**src/rtl/spi_controller.sv**
```systemverilog
// spi_controller: SPI mode-0 write initiator.
// Accepts one {rw, addr, wdata} request while idle and serialises it MSB first
// as a 16-bit frame on nCS/SCLK/COPI. SCLK half-period is CLK_DIV clk cycles.
//
// Ports:
//   clk, rst_n        system clock, synchronous active-low reset
//   start             request, sampled only while busy = 0
//   rw, addr, wdata   frame bit 15, bits 14:8, bits 7:0 (captured with start)
//   busy              high from acceptance until done
//   done              one-cycle pulse at frame completion
//   nCS, SCLK, COPI   SPI chip select (active low), clock (idles low), data
module spi_controller #(
  parameter int unsigned CLK_DIV = 4
) (
  input  logic       clk,
  input  logic       rst_n,
  input  logic       start,
  input  logic       rw,
  input  logic [6:0] addr,
  input  logic [7:0] wdata,
  output logic       busy,
  output logic       done,
  output logic       nCS,
  output logic       SCLK,
  output logic       COPI
);

  localparam int unsigned FRAME_W = 16;
  localparam int unsigned CNT_W   = 8;
  localparam int unsigned BIT_W   = 5;
  localparam logic [CNT_W-1:0] HALF_RELOAD = CNT_W'(CLK_DIV - 1);
  localparam logic [BIT_W-1:0] LAST_BIT    = BIT_W'(FRAME_W);

  typedef enum logic [2:0] {IDLE, SETUP, SHIFT, HOLD, GAP} state_t;

  state_t             state_q, state_d;
  logic [FRAME_W-1:0] sr_q, sr_d;
  logic [CNT_W-1:0]   div_q, div_d;
  logic [BIT_W-1:0]   bit_q, bit_d;
  logic               busy_d, done_d, ncs_d, sclk_d, copi_d;
  logic               div_zero;

  // State and registered outputs
  always_ff @(posedge clk) begin
    if (!rst_n) begin
      state_q <= IDLE;
      sr_q    <= '0;
      div_q   <= '0;
      bit_q   <= '0;
      busy    <= 1'b0;
      done    <= 1'b0;
      nCS     <= 1'b1;
      SCLK    <= 1'b0;
      COPI    <= 1'b0;
    end else begin
      state_q <= state_d;
      sr_q    <= sr_d;
      div_q   <= div_d;
      bit_q   <= bit_d;
      busy    <= busy_d;
      done    <= done_d;
      nCS     <= ncs_d;
      SCLK    <= sclk_d;
      COPI    <= copi_d;
    end
  end

  // Next-state and next-output logic; every phase lasts one half-period
  always_comb begin
    state_d  = state_q;
    sr_d     = sr_q;
    div_d    = div_q;
    bit_d    = bit_q;
    busy_d   = busy;
    done_d   = 1'b0;
    ncs_d    = nCS;
    sclk_d   = SCLK;
    copi_d   = COPI;
    div_zero = (div_q == '0);

    case (state_q)
      IDLE: begin
        if (start) begin
          sr_d    = {rw, addr, wdata};
          ncs_d   = 1'b0;
          copi_d  = rw;
          busy_d  = 1'b1;
          div_d   = HALF_RELOAD;
          bit_d   = '0;
          state_d = SETUP;
        end
      end

      SETUP: begin
        if (div_zero) begin
          sclk_d  = 1'b1;
          bit_d   = BIT_W'(1);
          div_d   = HALF_RELOAD;
          state_d = SHIFT;
        end else begin
          div_d = div_q - CNT_W'(1);
        end
      end

      SHIFT: begin
        if (div_zero) begin
          div_d = HALF_RELOAD;
          if (!SCLK) begin
            sclk_d = 1'b1;
            bit_d  = bit_q + BIT_W'(1);
          end else begin
            sclk_d = 1'b0;
            if (bit_q == LAST_BIT) begin
              state_d = HOLD;
            end else begin
              // Rotate rather than shift so the register never loses a bit;
              // the next COPI bit is always sitting just below the MSB.
              sr_d   = {sr_q[FRAME_W-2:0], sr_q[FRAME_W-1]};
              copi_d = sr_q[FRAME_W-2];
            end
          end
        end else begin
          div_d = div_q - CNT_W'(1);
        end
      end

      HOLD: begin
        if (div_zero) begin
          ncs_d   = 1'b1;
          copi_d  = 1'b0;
          div_d   = HALF_RELOAD;
          state_d = GAP;
        end else begin
          div_d = div_q - CNT_W'(1);
        end
      end

      GAP: begin
        if (div_zero) begin
          done_d  = 1'b1;
          busy_d  = 1'b0;
          bit_d   = '0;
          state_d = IDLE;
        end else begin
          div_d = div_q - CNT_W'(1);
        end
      end

      default: state_d = IDLE;
    endcase
  end

endmodule
```
**config.mk**
```make
export PLATFORM = sky130hd
export DESIGN_NAME = spi_controller
export DESIGN_NICKNAME = d
export VERILOG_FILES = /design/src/rtl/spi_controller.sv
export SDC_FILE = /design/constraint.sdc
export NUM_CORES = 1
export LEC_CHECK = 0
export CAP_MARGIN = 20
export CORE_MARGIN = 10
export CORE_UTILIZATION = 35
export CTS_BUF_LIST = sky130_fd_sc_hd__clkbuf_4 sky130_fd_sc_hd__clkbuf_8
export DETAILED_ROUTE_END_ITERATION = 8
export DONT_BUFFER_PORTS = 1
export PLACE_DENSITY = 0.58
export SYNTH_ARGS = -nofsm -noshare
export SYNTH_HDL_FRONTEND = slang
export SYNTH_SLANG_ARGS = --single-unit
```
**constraint.sdc**
```tcl
create_clock -name clk -period 2.4 [get_ports clk]
set_input_delay 0.48 -clock clk [delete_from_list [all_inputs] [get_ports clk]]
set_output_delay 0.48 -clock clk [all_outputs]
set_load 0.03 [all_outputs]
```
**Word level (Yosys, flattened, before mapping)**

Cells that the tools add are included.

- Bits in registers: 37
- Output and inout bits: 5
- Logic and storage cells: 83

- $add $sub $neg: 2
- Eq/ne operators: 15
- Multiplexer cells: 38
- Reductions and logical operators: 19

Operators with widths:

| cell | count |
|---|---|
| $mux W16 | 4 |
| $pmux W16 S2 | 1 |
| $mux W5 | 5 |
| $mux W8 | 3 |
| $pmux W8 S3 | 1 |
| $mux W3 | 7 |
| $ne A2 B2 Y1 const B | 10 |
| $pmux W5 S4 | 1 |
| $pmux W3 S5 | 1 |
| $reduce_and A3 Y1 | 4 |
| $reduce_and A6 Y1 | 2 |
| $mux W1 | 11 |
| $logic_not A8 Y1 | 1 |
| $reduce_bool A2 Y1 | 4 |
| $sub A8 B1 Y8 const B | 1 |
| $reduce_and A7 Y1 | 1 |
| $eq A3 B2 Y1 const B | 2 |
| $pmux W1 S2 | 3 |
| $reduce_bool A3 Y1 | 2 |
| $add A5 B1 Y5 const B | 1 |
| $eq A5 B5 Y1 const B | 1 |
| $reduce_and A5 Y1 | 1 |
| $reduce_bool A4 Y1 | 1 |
| $eq A3 B1 Y1 const B | 1 |
| 5 further kinds | 5 |

**Longest topological paths before layout**

- Depth after elaboration: 5
- Gate-level depth with buffers: 8

**Worst setup path after synthesis**

OpenSTA, ideal clock, no wires.

- Path type: reg2reg
- Start: reg div_q[0]
- End: reg sr_q[10]
- Library setup time: 120 ps
- Arrival time: 1850 ps
- Required time: 2280 ps
- Slack: 431 ps
- Stages on the path, launching flop included: 9
- Path buffers: 2
- Clock period less this slack: 1969 ps
- Path through: dfxtp_1 > inv_1 > ha_1 > nor3b_1 > nand2_1 > o31a_1 > buf_2 > buf_6 > mux2i_1

- Word-level cells in the longest chain between the ends: 3

RTL lines:

| element | RTL line | RTL |
|---|---|---|
| start: declaration | 38 | `logic [CNT_W-1:0] div_q, div_d;` |
| start signal: assignment | 58 | `div_q <= div_d;` |
| $logic_not A8 Y1 | 79 | `div_zero = (div_q == '0);` |
| $ne A2 B2 Y1 (no source line) | n/a |  |
| $reduce_and A5 Y1 (no source line) | n/a |  |
| end signal: assignment | 57 | `sr_q <= sr_d;` |
| end: declaration | 37 | `logic [FRAME_W-1:0] sr_q, sr_d;` |

No other way between the ends.
A chain may end at the register's enable or synchronous reset.

**Worst setup path in the final report**

- Start: reg state_q[1]
- End: reg div_q[2]

- Word-level cells in the longest chain between the ends: 4

RTL lines:

| element | RTL line | RTL |
|---|---|---|
| start: declaration | 36 | `state_t state_q, state_d;` |
| start signal: assignment | 56 | `state_q <= state_d;` |
| $eq A3 B2 Y1 / $eq A3 B1 Y1 (equally long branches) | 81 | `case (state_q)` |
| $reduce_or A3 Y1 (no source line) | n/a |  |
| $reduce_bool A3 Y1 (no source line) | n/a |  |
| $reduce_and A3 Y1 (no source line) | n/a |  |

Several ways; a longest one is shown, not always the timed one.

==> metrics.txt <==
status=finished clean; Final period util=0.868; normalized max-slew margin=0.250; initial core utilization=0.357; cts bufs inserted=5; most frequent cells in the layout=nand2_1, dfxtp_1, mux2i_1, mux2_2, nand3_1; largest net degree at the start of global routing=43; final setup vio count=0; Cell Chain, Critical Path=buf_4 > o31ai_1 > a21boi_0 > mux2i_1; Cells after Synth=241; Post-CTS Setup Repair Bufs=0; Tot GR Track Use=0.0985; Die Ht=97.3 um; most common cell after layout, fill and taps aside=nand2_1; routability congestion estimate=0.781; multi-input combinational cell area=1240 sq um; Sequential Area=741 sq um; Req. time, crit path=2.57 ns; HPWL Detailed=around 3200 um; hold_ws=0.327 ns; initial antenna violation count=0; Synth warnings=0; top_reg_cell synth=dfxtp_1; GRT Residual Overflow=0; Setup crit end kind=flip-flop; CTS Hold Buffers Added=0; Distinct cells, synth=52; clk_skew=0.00394 ns; core box area=about 6000 sq um; vias per inst=5.44; Placement Cell Area=approximately 2200 sq um; Seq/Total Area, Yosys=0.354; Max Cap Viol=0; fin. max-slew vios=0; Hold Violations, Final=0; min-delay worst type=input port to flip-flop; Worst Setup Path Type=flip-flop to flip-flop; crit start category=flip-flop; worst ir drop on vdd=0.000455 V; clk buf depth=2; H-tree Lvls=2; area of the die=9470 sq um; RSZ-0062 raised after global routing=no; Worst R2R Start=state_q[1]; layout cells sized above 1=0.160; FILL cells=596; slowest stage delay, CP=slightly above 0.9 ns; Crit Path Max Fanout=11; Nets=roughly 260; FF+latch count, synth=37; drt drc=0; Area growth syn-to-layout=7.30%; first-pass GRT wire length=a little over 8000 um; die width=97.3 um; mapped cell area=2090 sq um; vias in the first global route=1717; IO buf count=0; setup tns final=0 ns; Mapped Avg Cell Area=8.68 sq um; clock sinks=37; vias post-DR=1696; Pre-Repair DR Iteration Count=4; min Tclk post-route=2.08 ns; CTS tree=built; Starting DRT DRC Count=84; DRT antenna net count=0; R2R depth=4; slowest CP cell=o31ai_1; async set or reset register ratio after synthesis=0; drt wl/cell=around 15 um; crit path DAT=2.25 ns; Synth Net Count=263; final instance area=~2200 sq um; EDFF count, synth=0; root buf cell=clkbuf_8; Hold Crit Depth=2; Clk pin slew, worst setup/hold paths=0.07 ns; worst-margin pin slew=about 1.1 ns; Critical path origin=state_q[1]; Ant. Diodes=0; clk_lat worst skew=0.29 ns; HP Start=rst_n; Static Leakage=0.864 nW; PwrDens=1180 nW/um^2; row cnt=28; Fmax achieved=0.480 GHz; IO Pins=24; CTS resizes=0; WL final=between 4000 and 5000 um
==> registers in the layout, indices dropped and copies added, names as in the netlist, 3 cells and up <==
name	cells
div_q	8
sr_q	16
bit_q	5
state_q	3
==> per-stage QoR <==
stage	setup WS [ns]	cells	utilization	total power, W
after floorplan	0.431	241	-	0.00199
after global placement	0.348	305	0.368	0.00220
after detailed placement	0.330	305	0.368	0.00221
after CTS	0.345	312	0.383	0.00267
after global routing	0.176	312	0.383	0.00288
final	0.318	312	0.383	0.00265
==> logic make-up (layout without fill, tap and decap cells) <==
logic type,Yosys count,count (layout),synth area share
AND/OR/NAND/NOR,99,99,0.246
XOR/XNOR,1,1,0.00419
AO/OA/AOI/OAI,39,39,0.141
adder cells (fa/ha/maj),3,3,0.0180
flip-flops,37,37,0.354
multiplexers,37,37,0.186
buffers and inverters,25,21,0.0509
==> power breakdown <==
part           internal (W)  leakage (nW)  switching (W)
clock network      0.000239        0.0477       0.000211
logic              0.000549         0.513       0.000671
registers          0.000781         0.303       0.000197
total               0.00157         0.864        0.00108
==> final cells by class <==
| class | instances | area share |
|---|---|---|
| clock buffers | 7 | 0.0402 |
| flip-flops and latches | 37 | 0.330 |
| inverters | 8 | 0.0134 |
| multi-input cells | 179 | 0.554 |
| well taps | 75 | 0.0418 |
| repair buffers | 6 | 0.0201 |
==> critical path, delay by kind of cell (launching register included) <==
| kind | cells | cell delay, ns |
|---|---|---|
| buffers and inverters | 1 | 0.20 |
| DFF | 1 | 0.40 |
| muxes | 1 | 0.17 |
| AOI/OAI and AO/OA | 2 | 1.19 |
==> metal layers <==
layer	global-route usage	share of wire	wire length, um
met1	0.117	0.45	2040
met5	0	0	0
met4	0.0313	0.011	52
met2	0.154	0.45	2050
met3	0.0455	0.090	409
==> synthesized netlist by cell type (4+ instances only) <==
library cell  instances  share of area
nand3_1              13          0.031
a21oi_1               9          0.022
dfxtp_1              37           0.35
mux2i_1              22           0.11
inv_1                 8          0.014
nand2_1              44          0.079
clkbuf_1             10          0.018
nand3b_1              4          0.014
mux2_2               15          0.081
nor2_1                6          0.011
nand2b_1              4          0.012
==> path summary, 6_finish.rpt <==
path              end  slack (ns)
max reg2reg  div_q[2]        0.32
min reg2reg  sr_q[13]        0.46
max          div_q[2]        0.32
min           sr_q[6]        0.33
Power figures use the tool's default switching activity.
